**config.mk**
```make
export PLATFORM = sky130hd
export DESIGN_NAME = telemetry_framer
export DESIGN_NICKNAME = d
export VERILOG_FILES = /design/src/rtl/telem_pkg.sv /design/src/rtl/telem_check.sv /design/src/rtl/telemetry_framer.sv
export SDC_FILE = /design/constraint.sdc
export NUM_CORES = 1
export LEC_CHECK = 0
export CAP_MARGIN = 30
export CORE_MARGIN = 2
export CORE_UTILIZATION = 55
export DETAILED_ROUTE_END_ITERATION = 10
export HOLD_SLACK_MARGIN = 0.1
export PLACE_DENSITY = 0.88
export SKIP_LAST_GASP = 1
export SLEW_MARGIN = 20
export SYNTH_ARGS = -nofsm -noshare
export SYNTH_HDL_FRONTEND = slang
export SYNTH_SLANG_ARGS = --single-unit
```
**constraint.sdc**
```tcl
create_clock -name clk -period 6.6 [get_ports clk]
set_input_delay 1.32 -clock clk [delete_from_list [all_inputs] [get_ports clk]]
set_output_delay 1.32 -clock clk [all_outputs]
set_load 0.005 [all_outputs]
```
**src/rtl/telem_pkg.sv**
```systemverilog
// Shared types and constants for the ultrasonic telemetry framer.
// crc8_byte serves the TELEM_CRC8_EN build of telem_check.
package telem_pkg;

  typedef enum logic [1:0] {
    IDLE      = 2'd0,
    LOAD      = 2'd1,
    WAIT_DONE = 2'd2
  } state_e;

  localparam int         FRAME_LEN      = 11;
  localparam logic [7:0] HEADER_DEFAULT = 8'hA5;
  localparam logic [7:0] CRC8_POLY      = 8'h07;

  // MSB-first CRC-8, init and final XOR handled by the caller (both zero here).
  function automatic logic [7:0] crc8_byte(input logic [7:0] crc, input logic [7:0] data);
    logic [7:0] c;
    c = crc ^ data;
    for (int i = 0; i < 8; i++) begin
      c = c[7] ? ((c << 1) ^ CRC8_POLY) : (c << 1);
    end
    return c;
  endfunction

endpackage

```
**src/rtl/telem_check.sv**
```systemverilog
// Check-byte accumulator over frame bytes 1-9: plain XOR by default,
// CRC-8 (poly 0x07) when TELEM_CRC8_EN is defined.
module telem_check
  import telem_pkg::*;
(
  input  logic       clk,
  input  logic       rst_n,
  input  logic       clr_i,
  input  logic       upd_i,
  input  logic [7:0] data_i,
  output logic [7:0] value_o
);

  logic [7:0] acc_q, acc_d;

  always_comb begin
    acc_d = acc_q;
    if (clr_i) begin
      acc_d = '0;
    end else if (upd_i) begin
`ifdef TELEM_CRC8_EN
      acc_d = crc8_byte(acc_q, data_i);
`else
      acc_d = acc_q ^ data_i;
`endif
    end
  end

  always_ff @(posedge clk) begin
    if (!rst_n) acc_q <= '0;
    else        acc_q <= acc_d;
  end

  assign value_o = acc_q;

endmodule

```
**src/rtl/telemetry_framer.sv**
```systemverilog
// Packs the right/left/middle ranger distances into an 11-byte frame and feeds
// the UART one byte per tx_dv/tx_done handshake. Check byte type set by TELEM_CRC8_EN.
module telemetry_framer
  import telem_pkg::*;
#(
  parameter int unsigned DIST_W      = 20,
  parameter logic [7:0]  HEADER      = HEADER_DEFAULT,
  parameter int unsigned MIN_GAP_CYC = 5_000_000
) (
  input  logic              clk,
  input  logic              rst_n,
  input  logic [DIST_W-1:0] distR,
  input  logic [DIST_W-1:0] distL,
  input  logic [DIST_W-1:0] distM,
  input  logic              endR,
  input  logic              endL,
  input  logic              endM,
  input  logic              tx_active,
  input  logic              tx_done,
  output logic              tx_dv,
  output logic [7:0]        tx_byte,
  output logic              frame_busy,
  output logic [7:0]        drop_cnt,
  output state_e            dbg_state
);

  localparam int         GAP_W    = (MIN_GAP_CYC > 1) ? $clog2(MIN_GAP_CYC) : 1;
  localparam logic [3:0] LAST_IDX = 4'(FRAME_LEN - 1);

  // Handshake: tx_dv is a one-cycle strobe with tx_byte valid in that cycle; the
  // next byte is offered only after tx_done is seen in WAIT_DONE and tx_active is low.
  state_e            state_q, state_d;
  logic [3:0]        idx_q, idx_d;
  logic [2:0]        flags_q, flags_d;
  logic [7:0]        drop_q, drop_d;
  logic [GAP_W-1:0]  gap_q, gap_d;
  logic [23:0]       snap_r_q, snap_l_q, snap_m_q;
  logic [7:0]        tx_byte_q, tx_byte_d;
  logic [7:0]        cur_byte, chk_val;
  logic [2:0]        ends, dup;
  logic [8:0]        drop_sum;
  logic              snap, load, chk_upd;

  assign ends = {endR, endL, endM};
  assign snap = (state_q == IDLE) && (&flags_q) && (gap_q == '0);

  always_ff @(posedge clk) begin
    if (!rst_n) state_q <= IDLE;
    else        state_q <= state_d;
  end

  always_comb begin
    state_d = state_q;
    idx_d   = idx_q;
    case (state_q)
      IDLE: begin
        if (snap) begin
          state_d = LOAD;
          idx_d   = '0;
        end
      end
      LOAD: begin
        if (!tx_active) state_d = WAIT_DONE;
      end
      WAIT_DONE: begin
        if (tx_done) begin
          if (idx_q == LAST_IDX) begin
            state_d = IDLE;
          end else begin
            idx_d   = idx_q + 4'd1;
            state_d = LOAD;
          end
        end
      end
      default: state_d = IDLE;
    endcase
  end

  always_comb begin
    tx_dv      = 1'b0;
    load       = 1'b0;
    if ((state_q == LOAD) && !tx_active) begin
      tx_dv = 1'b1;
      load  = 1'b1;
    end
    frame_busy = (state_q != IDLE);
    dbg_state  = state_q;
  end

  always_comb begin
    case (idx_q)
      4'd0:    cur_byte = HEADER;
      4'd1:    cur_byte = snap_r_q[23:16];
      4'd2:    cur_byte = snap_r_q[15:8];
      4'd3:    cur_byte = snap_r_q[7:0];
      4'd4:    cur_byte = snap_l_q[23:16];
      4'd5:    cur_byte = snap_l_q[15:8];
      4'd6:    cur_byte = snap_l_q[7:0];
      4'd7:    cur_byte = snap_m_q[23:16];
      4'd8:    cur_byte = snap_m_q[15:8];
      4'd9:    cur_byte = snap_m_q[7:0];
      default: cur_byte = chk_val;
    endcase
  end

  assign chk_upd   = load && (idx_q != 4'd0) && (idx_q < LAST_IDX);
  assign tx_byte_d = load ? cur_byte : tx_byte_q;
  assign tx_byte   = tx_byte_d;

  telem_check u_check (
    .clk     (clk),
    .rst_n   (rst_n),
    .clr_i   (snap),
    .upd_i   (chk_upd),
    .data_i  (cur_byte),
    .value_o (chk_val)
  );

  // A strobe landing in the snapshot cycle re-arms its flag and is not a drop.
  assign flags_d  = (snap ? 3'b000 : flags_q) | ends;
  assign dup      = ends & flags_q & {3{~snap}};
  assign drop_sum = {1'b0, drop_q} + {8'b0, dup[2]} + {8'b0, dup[1]} + {8'b0, dup[0]};
  assign drop_d   = drop_sum[8] ? 8'hFF : drop_sum[7:0];
  assign drop_cnt = drop_q;

  always_comb begin
    gap_d = gap_q;
    if (snap)              gap_d = GAP_W'(MIN_GAP_CYC - 1);
    else if (gap_q != '0)  gap_d = gap_q - GAP_W'(1);
  end

  always_ff @(posedge clk) begin
    if (!rst_n) begin
      idx_q     <= '0;
      flags_q   <= '0;
      drop_q    <= '0;
      gap_q     <= '0;
      snap_r_q  <= '0;
      snap_l_q  <= '0;
      snap_m_q  <= '0;
      tx_byte_q <= '0;
    end else begin
      idx_q     <= idx_d;
      flags_q   <= flags_d;
      drop_q    <= drop_d;
      gap_q     <= gap_d;
      tx_byte_q <= tx_byte_d;
      if (snap) begin
        snap_r_q <= 24'(distR);
        snap_l_q <= 24'(distL);
        snap_m_q <= 24'(distM);
      end
    end
  end

endmodule

```
==> summary.md <==
| Metric | Value |
|---|---|
| Outcome | `completed` |
| CP Cell Sequence | `inv_1 -> ha_1 -> a222oi_1 -> a311oi_1 -> nor3_1 -> o31ai_1 -> clkdlybuf4s50_1` |
| Synthesized net count | `around 740` |
| Fmax | `around 0.2 GHz` |
| Pwr/cell area | `approximately 340 mW/mm^2` |
| Fin Setup TNS | `0 ns` |
| Post-placement cell count | `842` |
| CP Capture Type | `output port` |
| Final setup vio count | `0` |
| Slowest library cell on the worst path | `ha_1` |
| Vias in the first global route | `approximately 4900` |
| Internal power | `roughly 0.0016 W` |
| First-pass GRT wire length | `between 20000 and 25000 um` |
| Crit path to | `tx_byte[3]` |
| Row count | `36` |
| Synth Area in XOR/XNOR | `1.80%` |
| Cell Count, Final, Fillers Out | `~900` |
| Setup WS pre-CTS | `1.87 ns` |
| Peak VDD IR | `roughly 180 uV` |
| GRT Total Usage | `around 28%` |
| Grt ovf | `0` |
| Register area share after synthesis | `about 43%` |
| Cells on worst reg2reg path | `14` |
| Sw frac | `between 30% and 40%` |
| Largest net degree at the start of global routing | `70` |
| Main synth FF type | `dfxtp_1` |
| Slew Limit Headroom | `44.9%` |
| Multiplexer share of the synthesized area | `less than 1%` |
| Skew-Pair Late Insertion Delay | `0.52 ns` |
| Initial drt markers | `approximately 430` |
| Ports | `a little under 90` |
| Fin area | `0.00679 sq mm` |
| Synthesized area | `roughly 0.0054 sq mm` |
| Die extent in x | `103 um` |
| Vias | `around 5200` |
| Tcrit/Tclk final | `74.4%` |
| Crit path kind | `reg2out` |
| Layout cells sized above 1 | `approximately 7.6%` |
| Net Sw Power | `about 0.00076 W` |
| Clock sink total | `about 120` |
| Synth unique cells | `between 60 and 70` |
| Flop-to-flop setup slack | `about 2.9 ns` |
| Worst path top cell family by delay | `compound AO/OA/AOI/OAI gates` |
| Largest family of logic cells by synthesized area | `simple AND/OR/NAND/NOR gates` |
| Lkg Pwr | `around 2.3 nW` |
| Launch point of the worst reg-to-reg path | `gap_q[0]` |
| Full die area | `between 0.01 and 0.015 sq mm` |
| DRT Pass-1 Iters | `6` |
| Compound-Gate Fraction of Synth Area | `approximately 22%` |
| H-Tree Depth | `4` |
| Most frequent cells in the layout | `154 x nand2_1, 116 x dfxtp_1, 89 x a21oi_1` |
| # hold bufs at CTS | `0` |
| Multi-input gate area | `roughly 0.0028 sq mm` |
| P&R area growth vs syn | `26.6%` |
| CP Launch Point | `idx_q[1]` |
| Antenna violations before repair | `0` |
| Gpl congestion | `0.855` |
| Fin. max-slew vios | `0` |
| Max-Cap Viols | `0` |
| Flop and latch count out of synthesis | `roughly 120` |
| Final wirelength | `between 10000 and 15000 um` |
| Post-Synthesis Cells | `between 600 and 700` |
| Clock buffer count from CTS | `17` |
| CTS root buf | `clkbuf_8` |
| TritonCTS clock tree | `yes` |
| RSZ-0062 raised after global routing | `false` |
| Post-Synth Adder-Cell Area | `under 10%` |
| Asr flop ratio synth | `0%` |
| Critical path depth in cells | `7` |
| Nets | `approximately 810` |
| Buffer and inverter count on the worst path | `2` |
| Final Hold Viols | `0` |
| DP Area | `~0.0062 sq mm` |
| Syn avg cell area | `8.15 sq um` |
| Min Tclk post-route | `around 4.9 ns` |
| Port buffer count | `86` |
| Cts repair resizes | `0` |
| Most common cell after layout, fill and taps aside | `nand2_1` |
| Combinational power share | `between 20% and 30%` |
| Max Buffers Root-to-Sink | `2` |
| Postcts setup bufs | `0` |
| Final Worst Setup Slack | `~1.7 ns` |
| Power share of the clock group | `about two fifths` |
| Largest stage delay, worst path | `0.68 ns` |
| Post-synth EDFFs | `0` |
| CP arrival | `about 3.6 ns` |
| Post-synthesis simple-gate area fraction | `roughly 25%` |
| Final HPWL DP | `roughly 9600 um` |
| Worst path required time | `5.28 ns` |
| Crit start category | `flop` |
| CP max FO | `22` |
| Antenna Nets Post-Route | `0` |
| Residual DRC | `0` |
| Via density per instance | `5.96` |
| Yosys warnings | `0` |
| Ant. Diodes | `0` |
| RR Endpoint | `drop_cnt[3]` |
| Initial core utilization | `between 50 and 60%` |
| WL per Instance | `~16 um` |
| Clock skew | `0.00796 ns` |
| Die height | `103 um` |
| Hold WC Path Type | `reg2reg` |
| Clk slew on worst S/H paths | `roughly 0.060 ns` |
| Core area | `roughly 0.0096 sq mm` |
| Register share of total power | `a little over a third` |
| Least-Margin Pin Slew | `0.824 ns` |
| FF+latch area | `0.00232 sq mm` |
| Fillers | `766` |
-- worst min-delay path: cells and delay by family (launching register included) --
family / cells / cell delay [ns]
flops: 1 / 0.31
simple gates: 1 / 0.05
compound gates: 1 / 0.05
-- final cells by class --
cell class / instances / area share (%)
timing repair buffer: 90 / 13.1
clock buffer: 18 / 6.30
clock inverter: 14 / 2.27
sequential: 116 / 34.2
multi-input combinational: 487 / 40.8
inverter: 16 / 0.885
tap: 133 / 2.45
-- cells in the mapped netlist (9+ instances only) --
cell | n | share of area [%]
nand2_1 | 154 | 11
dfxtp_1 | 116 | 43
a21oi_1 | 89 | 8.3
nor2_1 | 33 | 2.3
clkbuf_1 | 19 | 1.3
nand3_1 | 16 | 1.5
a22oi_1 | 15 | 2.1
inv_1 | 15 | 1.0
a211oi_1 | 14 | 2.0
a31oi_1 | 12 | 1.4
and2_1 | 11 | 1.3
buf_2 | 11 | 1.0
or3_1 | 11 | 1.3
nor3_1 | 10 | 0.93
o21ai_0 | 9 | 0.84
-- power by group through the flow --
stage	clock [W]	sequential [W]	combinational [W]
floorplan	0	0.000836	0.000467
global placement	0	0.000852	0.000539
detailed placement	0	0.000856	0.000566
CTS	0.000898	0.000843	0.000575
global route	0.000929	0.000855	0.000637
finish	0.000896	0.000846	0.000582
-- through the flow --
step	utilization (%)	power (W)	hold slack (ns)
after global routing	70.4	0.00242	0.471
after global placement	64.4	0.00139	0.440
after floorplan	-	0.00130	0.431
final	70.4	0.00232	0.456
after detailed placement	64.4	0.00142	0.445
after CTS	70.4	0.00232	0.453
-- logic make-up after synthesis --
group,after synthesis
xor gates and xnor gates,11
adders and majority gates,10
AOI/OAI and AO/OA,188
muxes,1
buffers and inverters,55
and+or+nand+nor,277
DFF,116
-- per-layer routing --
metal	wire length (um)	vias to the layer above	track usage (%)
met5	0	-	0
met4	406	0	13.8
met3	1070	38	6.85
met2	6890	248	45.7
met1	5810	2446	34.5
li1	-	2477	-
-- registers in the layout, summed over array words and instances, names as in the netlist --
| register | count |
|---|---|
| snap_r_q | 20 |
| snap_m_q | 20 |
| gap_q | 23 |
| snap_l_q | 20 |
| drop_cnt | 8 |
| flags_q | 3 |
| u_check.value_o | 8 |
| tx_byte_q | 8 |
| dbg_state | 2 |
| idx_q | 4 |
-- worst min path at each step --
stage,from,end,slack [ns],cells after the start
4_1_cts,snap_r_q[13],snap_r_q[13],0.45,2
3_3_place_gp,snap_r_q[10],snap_r_q[10],0.44,2
5_1_grt,snap_m_q[16],snap_m_q[16],0.47,2
2_1_floorplan,snap_l_q[16],snap_l_q[16],0.43,2
3_5_place_dp,snap_r_q[13],snap_r_q[13],0.45,2
6_report,snap_m_q[10],snap_m_q[10],0.46,2
Power figures use the tool's default switching activity.
